<file path="config.mk">
export PLATFORM = sky130hd
export DESIGN_NAME = dmem_arbiter_flat
export DESIGN_NICKNAME = d
export VERILOG_FILES = /design/src/rtl/dmem_arb_pkg.sv /design/src/rtl/dmem_arbiter_if.sv /design/src/rtl/dmem_arb_sel.sv /design/src/rtl/dmem_arbiter.sv /design/src/flat_wrapper.sv
export SDC_FILE = /design/constraint.sdc
export NUM_CORES = 1
export LEC_CHECK = 0
export CELL_PAD_IN_SITES_DETAIL_PLACEMENT = 0
export CELL_PAD_IN_SITES_GLOBAL_PLACEMENT = 2
export CORE_ASPECT_RATIO = 2
export CORE_MARGIN = 2
export CORE_UTILIZATION = 10
export DETAILED_ROUTE_END_ITERATION = 10
export HOLD_SLACK_MARGIN = 0.05
export PLACE_DENSITY = 0.94
export SETUP_SLACK_MARGIN = 0.3
export SKIP_CTS_REPAIR_TIMING = 1
export SLEW_MARGIN = 20
export SYNTH_ARGS = -nofsm -noshare
export SYNTH_HDL_FRONTEND = slang
export SYNTH_SLANG_ARGS = --single-unit
</file>
<file path="constraint.sdc">
create_clock -name clk_i -period 2.2 [get_ports clk_i]
set_clock_uncertainty 0.15 [all_clocks]
set_input_delay 0.66 -clock clk_i [delete_from_list [all_inputs] [get_ports clk_i]]
set_output_delay 0.66 -clock clk_i [all_outputs]
set_load 0.03 [all_outputs]
</file>
<file path="src/rtl/dmem_arb_pkg.sv">
// Shared types for the data-memory arbiter: port identifiers, run-counter width, command bundle.
// Latency: n/a (types and constants only).
// Backpressure: n/a.
package dmem_arb_pkg;

  typedef enum logic [0:0] {
    PORT_CORE,
    PORT_DMA
  } port_e;

  // Width of the consecutive-DMA-grant counter; bounds MAX_BURST to 1..15.
  localparam int DMEM_ARB_RUN_W = 4;

  // Data-path width of every address and data bus around the arbiter.
  localparam int DMEM_ARB_DW = 32;

  // One memory command as presented by a requester or driven to the memory.
  typedef struct packed {
    logic                   we;
    logic [DMEM_ARB_DW-1:0] addr;
    logic [DMEM_ARB_DW-1:0] wd;
  } mem_cmd_t;

endpackage

</file>
<file path="src/rtl/dmem_arbiter_if.sv">
// Bundle of requester, response and memory-side signals around the data-memory arbiter.
// Latency: n/a (wiring only).
// Backpressure: requests are held by the requester until the matching grant.
interface dmem_arbiter_if;
  import dmem_arb_pkg::*;

  // Core load/store port
  logic                   core_req_i;
  logic                   core_we_i;
  logic [DMEM_ARB_DW-1:0] core_addr_i;
  logic [DMEM_ARB_DW-1:0] core_wd_i;
  logic                   core_gnt_o;
  logic                   core_rvalid_o;
  logic [DMEM_ARB_DW-1:0] core_rd_o;

  // DMA port
  logic                   dma_req_i;
  logic                   dma_we_i;
  logic [DMEM_ARB_DW-1:0] dma_addr_i;
  logic [DMEM_ARB_DW-1:0] dma_wd_i;
  logic                   dma_gnt_o;
  logic                   dma_rvalid_o;
  logic [DMEM_ARB_DW-1:0] dma_rd_o;

  // Single-port data memory
  logic                   mem_req_o;
  logic                   mem_we_o;
  logic [DMEM_ARB_DW-1:0] mem_addr_o;
  logic [DMEM_ARB_DW-1:0] mem_wd_o;
  logic [DMEM_ARB_DW-1:0] mem_rd_i;

  // Arbiter view
  modport slave (
    input  core_req_i, core_we_i, core_addr_i, core_wd_i,
    input  dma_req_i, dma_we_i, dma_addr_i, dma_wd_i,
    input  mem_rd_i,
    output core_gnt_o, core_rvalid_o, core_rd_o,
    output dma_gnt_o, dma_rvalid_o, dma_rd_o,
    output mem_req_o, mem_we_o, mem_addr_o, mem_wd_o
  );

  // Requesters-plus-memory view
  modport master (
    output core_req_i, core_we_i, core_addr_i, core_wd_i,
    output dma_req_i, dma_we_i, dma_addr_i, dma_wd_i,
    output mem_rd_i,
    input  core_gnt_o, core_rvalid_o, core_rd_o,
    input  dma_gnt_o, dma_rvalid_o, dma_rd_o,
    input  mem_req_o, mem_we_o, mem_addr_o, mem_wd_o
  );

endinterface

</file>
<file path="src/rtl/dmem_arb_sel.sv">
// Grant selection: round-robin between CORE and DMA, with bounded DMA bursts under contention.
// Latency: grants are combinational from the requests and the registered history (0 cycles).
// Backpressure: a losing requester simply sees no grant and keeps its request up.
module dmem_arb_sel
  import dmem_arb_pkg::*;
#(
  parameter int MAX_BURST = 4  // legal range 1..15
) (
  input  logic clk_i,
  input  logic rst_ni,
  input  logic core_req,
  input  logic dma_req,
  output logic core_gnt,
  output logic dma_gnt
);

  localparam logic [DMEM_ARB_RUN_W-1:0] BURST_LIM = DMEM_ARB_RUN_W'(MAX_BURST);

  port_e                     last_gnt;
  logic [DMEM_ARB_RUN_W-1:0] dma_run;
  logic                      dma_keeps;

  // DMA may hold the memory only while its burst is live, i.e. it was granted last
  // cycle (dma_run nonzero) and has not yet used its burst allowance. Reset leaves
  // last_gnt = DMA with no live burst, so CORE wins the first contention.
  assign dma_keeps = (last_gnt == PORT_DMA) && (dma_run != '0) && (dma_run < BURST_LIM);

  // Pick at most one winner; nothing is granted while reset is asserted.
  always_comb begin
    core_gnt = 1'b0;
    dma_gnt  = 1'b0;
    if (rst_ni) begin
      if (core_req && dma_req) begin
        if (dma_keeps) begin
          dma_gnt = 1'b1;
        end else if (last_gnt == PORT_DMA) begin
          core_gnt = 1'b1;
        end else begin
          dma_gnt = 1'b1;
        end
      end else begin
        core_gnt = core_req;
        dma_gnt  = dma_req;
      end
    end
  end

  // Remember the last owner and count consecutive DMA grants (saturating).
  always_ff @(posedge clk_i) begin
    if (!rst_ni) begin
      last_gnt <= PORT_DMA;
      dma_run  <= '0;
    end else begin
      if (core_gnt) begin
        last_gnt <= PORT_CORE;
      end else if (dma_gnt) begin
        last_gnt <= PORT_DMA;
      end

      if (dma_gnt) begin
        if (dma_run != '1) begin
          dma_run <= dma_run + 1'b1;
        end
      end else begin
        dma_run <= '0;
      end
    end
  end

endmodule

</file>
<file path="src/rtl/dmem_arbiter.sv">
// Shares the single-port data memory between CORE and DMA and steers read data back to the reader.
// Latency: grant and memory command in the request cycle; read data one cycle after the grant.
// Backpressure: one beat per cycle; an ungranted requester holds its request until granted.
module dmem_arbiter
  import dmem_arb_pkg::*;
#(
  parameter int MAX_BURST = 4  // legal range 1..15
) (
  input  logic         clk_i,
  input  logic         rst_ni,
  dmem_arbiter_if.slave bus
);

  logic     core_gnt;
  logic     dma_gnt;
  mem_cmd_t core_cmd;
  mem_cmd_t dma_cmd;
  mem_cmd_t mem_cmd;
  logic     rsp_valid;
  port_e    rsp_port;

  dmem_arb_sel #(
    .MAX_BURST (MAX_BURST)
  ) u_sel (
    .clk_i    (clk_i),
    .rst_ni   (rst_ni),
    .core_req (bus.core_req_i),
    .dma_req  (bus.dma_req_i),
    .core_gnt (core_gnt),
    .dma_gnt  (dma_gnt)
  );

  assign bus.core_gnt_o = core_gnt;
  assign bus.dma_gnt_o  = dma_gnt;

  // Forward the granted port's command to the memory; all zero when idle.
  always_comb begin
    core_cmd = '{we: bus.core_we_i, addr: bus.core_addr_i, wd: bus.core_wd_i};
    dma_cmd  = '{we: bus.dma_we_i,  addr: bus.dma_addr_i,  wd: bus.dma_wd_i};
    mem_cmd  = '0;
    if (core_gnt) begin
      mem_cmd = core_cmd;
    end else if (dma_gnt) begin
      mem_cmd = dma_cmd;
    end
  end

  assign bus.mem_req_o  = core_gnt | dma_gnt;
  assign bus.mem_we_o   = mem_cmd.we;
  assign bus.mem_addr_o = mem_cmd.addr;
  assign bus.mem_wd_o   = mem_cmd.wd;

  // Track which port owns the read data the memory returns next cycle; writes return nothing.
  always_ff @(posedge clk_i) begin
    if (!rst_ni) begin
      rsp_valid <= 1'b0;
      rsp_port  <= PORT_CORE;
    end else if (core_gnt && !bus.core_we_i) begin
      rsp_valid <= 1'b1;
      rsp_port  <= PORT_CORE;
    end else if (dma_gnt && !bus.dma_we_i) begin
      rsp_valid <= 1'b1;
      rsp_port  <= PORT_DMA;
    end else begin
      rsp_valid <= 1'b0;
    end
  end

  // Steer read data to its owner only; the memory's filler words never leak out.
  always_comb begin
    bus.core_rvalid_o = rsp_valid && (rsp_port == PORT_CORE);
    bus.dma_rvalid_o  = rsp_valid && (rsp_port == PORT_DMA);
    bus.core_rd_o     = bus.core_rvalid_o ? bus.mem_rd_i : '0;
    bus.dma_rd_o      = bus.dma_rvalid_o  ? bus.mem_rd_i : '0;
  end

endmodule

</file>
<file path="src/flat_wrapper.sv">
// flat-port wrapper written by rule: the top's interface ports become plain ports
module dmem_arbiter_flat import dmem_arb_pkg::*;
#(
  parameter int MAX_BURST = 4                      
)
  (clk_i, rst_ni, bus_core_req_i, bus_core_we_i, bus_core_addr_i, bus_core_wd_i, bus_dma_req_i, bus_dma_we_i, bus_dma_addr_i, bus_dma_wd_i, bus_mem_rd_i, bus_core_gnt_o, bus_core_rvalid_o, bus_core_rd_o, bus_dma_gnt_o, bus_dma_rvalid_o, bus_dma_rd_o, bus_mem_req_o, bus_mem_we_o, bus_mem_addr_o, bus_mem_wd_o);
  dmem_arbiter_if bus_i ();
  input  logic clk_i;
  input  logic rst_ni;
  input wire logic [$bits(bus_i.core_req_i)-1:0] bus_core_req_i;
  input wire logic [$bits(bus_i.core_we_i)-1:0] bus_core_we_i;
  input wire logic [$bits(bus_i.core_addr_i)-1:0] bus_core_addr_i;
  input wire logic [$bits(bus_i.core_wd_i)-1:0] bus_core_wd_i;
  input wire logic [$bits(bus_i.dma_req_i)-1:0] bus_dma_req_i;
  input wire logic [$bits(bus_i.dma_we_i)-1:0] bus_dma_we_i;
  input wire logic [$bits(bus_i.dma_addr_i)-1:0] bus_dma_addr_i;
  input wire logic [$bits(bus_i.dma_wd_i)-1:0] bus_dma_wd_i;
  input wire logic [$bits(bus_i.mem_rd_i)-1:0] bus_mem_rd_i;
  output wire logic [$bits(bus_i.core_gnt_o)-1:0] bus_core_gnt_o;
  output wire logic [$bits(bus_i.core_rvalid_o)-1:0] bus_core_rvalid_o;
  output wire logic [$bits(bus_i.core_rd_o)-1:0] bus_core_rd_o;
  output wire logic [$bits(bus_i.dma_gnt_o)-1:0] bus_dma_gnt_o;
  output wire logic [$bits(bus_i.dma_rvalid_o)-1:0] bus_dma_rvalid_o;
  output wire logic [$bits(bus_i.dma_rd_o)-1:0] bus_dma_rd_o;
  output wire logic [$bits(bus_i.mem_req_o)-1:0] bus_mem_req_o;
  output wire logic [$bits(bus_i.mem_we_o)-1:0] bus_mem_we_o;
  output wire logic [$bits(bus_i.mem_addr_o)-1:0] bus_mem_addr_o;
  output wire logic [$bits(bus_i.mem_wd_o)-1:0] bus_mem_wd_o;
  assign bus_i.core_req_i = bus_core_req_i;
  assign bus_i.core_we_i = bus_core_we_i;
  assign bus_i.core_addr_i = bus_core_addr_i;
  assign bus_i.core_wd_i = bus_core_wd_i;
  assign bus_i.dma_req_i = bus_dma_req_i;
  assign bus_i.dma_we_i = bus_dma_we_i;
  assign bus_i.dma_addr_i = bus_dma_addr_i;
  assign bus_i.dma_wd_i = bus_dma_wd_i;
  assign bus_i.mem_rd_i = bus_mem_rd_i;
  assign bus_core_gnt_o = bus_i.core_gnt_o;
  assign bus_core_rvalid_o = bus_i.core_rvalid_o;
  assign bus_core_rd_o = bus_i.core_rd_o;
  assign bus_dma_gnt_o = bus_i.dma_gnt_o;
  assign bus_dma_rvalid_o = bus_i.dma_rvalid_o;
  assign bus_dma_rd_o = bus_i.dma_rd_o;
  assign bus_mem_req_o = bus_i.mem_req_o;
  assign bus_mem_we_o = bus_i.mem_we_o;
  assign bus_mem_addr_o = bus_i.mem_addr_o;
  assign bus_mem_wd_o = bus_i.mem_wd_o;
  dmem_arbiter #(.MAX_BURST(MAX_BURST)) u_core (.clk_i(clk_i), .rst_ni(rst_ni), .bus(bus_i));
endmodule
</file>
==> impl_metrics.csv, run 1 <==
group,metric,value,unit
run_status,status,"complete, but fails checks",
run_status,violations,"negative setup slack",
floorplan,initial_core_util,10.2,%
synth,async_flop_share,0,%
routing,wl_per_cell,16.6,um
final_layout,register_area,150,um2
clocking,clk_pin_slew,0.04,ns
job,cap_violations,0,
routing,drtPass1Iterations,4,
setup_path,cp_cell_sequence,"inv_2, ha_4, o31ai_2, a21o_4, buf_12, buf_4, o22ai_4, buf_4",
routing,vias,3899,
global_route,antenna_found_initial,1,
sta,fin_crit_sh,119,%
final_layout,num_antenna_cells,0,
global_route,grt_pass1_wl,19800,um
global_route,globalRouteOverflowTotal,0,
sta,drv_slew,0,
clocking,cts_buffers,3,
setup_path,crit_top_cell,"buf_4",
clocking,clkSinkCount,7,
floorplan,io_pins,300,
sta,report.final.hold_viol_count,0,
final_layout,stdcell_area,7530,um2
power,total_power,2310,uW
setup_path,worstPathRequired,1.39,ns
setup_path,critPathMaxFanout,10,
routing,drt-total-wl,15800,um
routing,postRouteAntennaNets,0,
global_route,grt_pass1_vias,3830,
synth,synth_compound_area_share,37.0,%
synth,syn-num-nets,512,
synth,synth-simple-area-share,43.4,%
synth,synth_edf_count,0,
synth,syn_avg_cell_area,6.51,um2
worst_hold_path,hp-class,"flop to flop",
routing,drtIter0Drc,129,
setup_path,critPathSlowestCell,"dfxtp_2",
synth,synth_cell_types,31,
synth,synth_top_area_share,27.9,%
synth,ys_seq_area_share,6.25,%
place,placed_area,6370,um2
final_layout,final_cell_mix,"buf_6 (142), nand2_1 (131), clkdlybuf4s50_1 (130)",
synth,ys_ff_latch,7,
synth,synthXorXnorAreaFrac,0.391,%
final_layout,drive_gt1_share,54.1,%
place,numPortBuffers,299,
sta,fmax,381,MHz
clocking,clkLatencyLatePin,0.23,ns
setup_path,r2r_setup_slack,0.57,ns
setup_path,worst_path_largest_cell_delay,0.33,ns
global_route,grt_max_degree,34,
setup_path,cp-startpoint,"u_core.u_sel.dma_run[0]",
place,place_hpwl,12300,um
setup_path,arrival,1.82,ns
floorplan,die_y,216,um
synth,muxShareOfSynthArea,0.447,%
synth,ys_top_cells_by_area,"o22ai_2 (28%), nand2_1 (22%), and2_1 (9.2%)",
routing,viasPerCell,4.08,
power,ir_worst_vdd,0.149,mV
synth,syn-instance-count,344,
setup_path,endpoint,"bus_mem_addr_o[13]",
synth,synth_top_family_by_area,"simple AND/OR/NAND/NOR gates",
setup_path,worstSetupPathType,"flop to primary output",
routing,remaining_drc_errors,0,
floorplan,dieArea,23700,um2
sta,rsz0062_at_grt,"yes",
place,gp_congestion,0.863,
final_layout,n_fill_cell,2164,
setup_path,reg2reg_from,"u_core.u_sel.dma_run[0]",
sta,worst_pin_slew,0.386,ns
global_route,grt_usage,10.9,%
setup_path,ff2ff_path_depth,7,
floorplan,core_area,22100,um2
setup_path,crit_path_start_kind,"flop",
final_layout,multiInputGateArea,2710,um2
clocking,clockRootBuffer,"clkbuf_16",
power,power.density,306,nW/um2
setup_path,timing.rr.end,"u_core.u_sel.dma_run[3]",
synth,synthAdderAreaFrac,1.12,%
synth,synth_top_area_cell,"o22ai_2",
synth,synth_ff_type,"dfxtp_1",
sta,slew_headroom,73.6,%
floorplan,die_w,110,um
final_layout,mostFrequentLayoutCell,"buf_6",
sta,setup_viol,73,
final_layout,final_nets,848,
floorplan,rows,77,
final_layout,synthToLayoutAreaGrowth,236,%
clocking,cts_tree,"built",
setup_path,cp-end-kind,"primary output",
synth,yosys_warnings,0,
synth,syn_area,2240,um2
clocking,htreeDepth,1,
clocking,clock_path_buffers,2,
sta,setup_slack,-0.426,ns
sta,finalSetupTns,-26.03,ns
power,p_leak,0.00318,uW
sta,period_needed,2.63,ns
-- registers in the layout (all words and copies together), names as in the netlist --
signal	count
u_core.u_sel.dma_run	4
u_core.u_sel.last_gnt	1
u_core.rsp_valid	1
u_core.rsp_port	1
-- cells in the mapped netlist, drive strengths merged, types with 2 or more instances --
library cell,number
nand3,3
ha,2
o22ai,64
clkbuf,23
and3,32
inv,6
and2,33
nor2,8
a21o,2
nand2,132
o21ai,2
buf,16
dfxtp,7
-- worst min-delay path by stage --
stage	from	end	slack [ns]	depth (start not counted)
CTS	u_core.u_sel.dma_run[1]	u_core.u_sel.dma_run[1]	0.45	3
finish	u_core.u_sel.dma_run[1]	u_core.u_sel.dma_run[1]	0.45	3
global route	u_core.u_sel.dma_run[1]	u_core.u_sel.dma_run[1]	0.52	3
floorplan	u_core.u_sel.dma_run[1]	u_core.u_sel.dma_run[1]	0.34	2
global placement	u_core.u_sel.dma_run[1]	u_core.u_sel.dma_run[1]	0.43	3
detailed placement	u_core.u_sel.dma_run[1]	u_core.u_sel.dma_run[1]	0.44	3
-- area by class of cell --
class	count	share of cell area [%]
clock buffer	4	1.05
inverter	6	0.349
multi-input combinational	292	36.0
sequential	7	1.99
tap	276	4.58
timing repair buffer	370	56.0
-- critical path, delay by kind of cell (launching register included) --
kind                       cells  cell delay (ns)
DFF                            1             0.33
buffers and inverters          4             0.53
adders and majority gates      1             0.16
AOI/OAI and AO/OA              3             0.54
-- through the flow --
| stage | hold slack [ns] | std cells | setup slack [ns] | utilization [%] |
|---|---|---|---|---|
| detailed placement | 0.437 | 933 | -0.767 | 28.9 |
| finish | 0.453 | 955 | -0.426 | 34.1 |
| global route | 0.521 | 955 | -0.533 | 34.1 |
| floorplan | 0.345 | 344 | -0.140 | - |
| global placement | 0.431 | 933 | -0.730 | 28.9 |
| CTS | 0.447 | 937 | -0.778 | 29.2 |
-- metal layers --
| metal | track usage, % | vias up | wire length, um |
|---|---|---|---|
| met5 | 0 | - | 12 |
| met4 | 3.63 | 2 | 666 |
| met3 | 1.87 | 37 | 1180 |
| met2 | 24.4 | 221 | 10000 |
| met1 | 8.30 | 1777 | 3990 |
| li1 | - | 1862 | - |
-- cells by family after synthesis --
family | count (synthesis)
muxes | 1
adders and majority gates | 2
buffers and inverters | 45
DFF | 7
xor gates and xnor gates | 1
AOI/OAI and AO/OA | 76
and+or+nand+nor | 212
-- power by group --
group,switching [uW],internal (uW)
logic,879,968
registers,9.93,134
clock network,73.3,242
total,962,1340
No activity file was read; power rests on OpenSTA's default activity.
==> run 2: changes to the inputs <==
--- a/config.mk
+++ b/config.mk
@@ -8,7 +8,6 @@
 export CELL_PAD_IN_SITES_DETAIL_PLACEMENT = 0
 export CELL_PAD_IN_SITES_GLOBAL_PLACEMENT = 2
 export CORE_ASPECT_RATIO = 2
-export CORE_MARGIN = 2
 export CORE_UTILIZATION = 10
 export DETAILED_ROUTE_END_ITERATION = 10
 export HOLD_SLACK_MARGIN = 0.05
==> run 2 against run 1 <==
  * The run still ends with negative setup slack left
  * First-iteration DRC count fell by 36%
  * Global-route usage down 0.39 points
  * Flip-flop and latch count unchanged
==> impl_metrics.csv, run 2 (synthesis results as in run 1) <==
group,metric,value,unit
setup_path,crit_top_cell,"buf_12",
final_layout,num_antenna_cells,0,
floorplan,die_w,108,um
setup_path,worst_path_largest_cell_delay,0.34,ns
global_route,antenna_found_initial,0,
run_status,violations,"negative setup slack",
worst_hold_path,hp-class,"flop to flop",
global_route,use_met3,1.31,%
clocking,clock_path_buffers,2,
place,placed_area,6360,um2
routing,drt-total-wl,15000,um
floorplan,initial_core_util,10.2,%
place,place_hpwl,11500,um
setup_path,cp_num_buf_inv,4,
global_route,grt_pass1_vias,3569,
final_layout,final_nets,844,
final_layout,stdcell_area,7460,um2
job,cap_violations,0,
setup_path,path_delay_family,"buffers and inverters",
floorplan,rows,77,
routing,drtPass1Iterations,4,
setup_path,worstSetupPathType,"flop to primary output",
routing,postRouteAntennaNets,0,
sta,drv_slew,0,
sta,report.final.hold_viol_count,0,
sta,whs,0.455,ns
clocking,clk_pin_slew,0.04,ns
clocking,cts_buffers,3,
floorplan,core_area,22100,um2
clocking,htreeDepth,1,
final_layout,synthToLayoutAreaGrowth,233,%
sta,period_needed,2.69,ns
setup_path,critPathSlowestCell,"o311ai_4",
power,power.density,308,nW/um2
clocking,clkSinkCount,7,
sta,setup_slack,-0.490,ns
routing,viasPerCell,4.08,
clocking,clockRootBuffer,"clkbuf_16",
sta,rsz0062_at_grt,"yes",
final_layout,largest_reg_flops,4,
sta,slew_headroom,69.5,%
sta,fin_crit_sh,122,%
global_route,grt_usage,10.5,%
routing,vias,3879,
sta,setup_viol,67,
setup_path,arrival,1.88,ns
floorplan,die_y,214,um
setup_path,worstPathRequired,1.39,ns
power,ir_worst_vdd,0.185,mV
routing,wl_per_cell,15.8,um
global_route,grt_use_met2,24.1,%
final_layout,drive_gt1_share,53.8,%
place,numPortBuffers,299,
routing,drtIter0Drc,82,
clocking,clkLatencyLatePin,0.23,ns
global_route,grt.busiest_layer,"met2",
floorplan,dieArea,23000,um2
setup_path,crit_path_start_kind,"flop",
place,gp_congestion,0.812,
final_layout,mostFrequentLayoutCell,"buf_6",
clocking,cts_tree,"built",
final_layout,final_cell_mix,"buf_6 (141), nand2_1 (131), clkdlybuf4s50_1 (130)",
setup_path,critPathMaxFanout,8,
floorplan,io_pins,300,
sta,fmax,372,MHz
setup_path,cp_cell_sequence,"inv_2, ha_4, o311ai_4, nand2_4, buf_12, buf_12, o22ai_4, buf_6",
global_route,globalRouteOverflowTotal,0,
routing,remaining_drc_errors,0,
global_route,use_met1,8.49,%
sta,worst_pin_slew,0.446,ns
setup_path,cp-end-kind,"primary output",
final_layout,regMostFlops,"u_core.u_sel.dma_run",
global_route,grt_pass1_wl,18500,um
global_route,grt_max_degree,57,
run_status,status,"complete, but fails checks",
power,p_leak,0.00313,uW
## run 2: cell count changes in the layout (fill, tap and decap cells not counted), sizes merged
cell / change
clkbuf: -1
buf: -3
## run 2: final timing paths
kind | startpoint | end | slack (ns) | cells past startpoint
min | u_core.u_sel.dma_run[1] | u_core.u_sel.dma_run[1] | 0.45 | 3
max | u_core.u_sel.dma_run[1] | bus_mem_wd_o[6] | -0.49 | 8
min reg2reg | u_core.u_sel.dma_run[1] | u_core.u_sel.dma_run[1] | 0.45 | 3
max reg2reg | u_core.u_sel.dma_run[1] | u_core.u_sel.dma_run[3] | 0.53 | 7
## run 2: final cells by class
type / instances / area (um2)
well taps: 276 / 345
clock buffers: 4 / 78.8
repair buffers: 366 / 4130
fillers: 2201 / 14600
multi-input cells: 292 / 2730
flip-flops and latches: 7 / 150
inverters: 6 / 26.3
## run 2: per-stage QoR
step / instances / TNS (ns) / setup slack, ns / utilization, % / total power (uW)
2_1_floorplan: 344 / -7.12 / -0.140 / - / 1040
3_3_place_gp: 934 / -51.77 / -0.750 / 28.8 / 1750
3_5_place_dp: 934 / -52.11 / -0.760 / 28.8 / 1760
4_1_cts: 938 / -52.61 / -0.766 / 29.2 / 2080
5_1_grt: 951 / -34.51 / -0.549 / 33.8 / 2400
6_report: 951 / -30.02 / -0.490 / 33.8 / 2300
## run 2: worst min-delay path, cell delays in order, from the launching register on
cell	delay (ns)
dfxtp_2	0.32
buf_4	0.12
mux2i_1	0.06
nor2_1	0.07
## run 2: layer usage
layer  wire, um  share of wire, %
met5          0                 0
met3        970               6.5
met1       4070                27
met4        586               3.9
met2       9360                62
## run 2: power breakdown
part	switching [uW]	leakage [uW]	total (uW)	internal, uW
clock network	72.2	0.0000382	314	241
registers	9.29	0.0000595	143	134
logic	879	0.00304	1840	959
total	961	0.00313	2300	1330
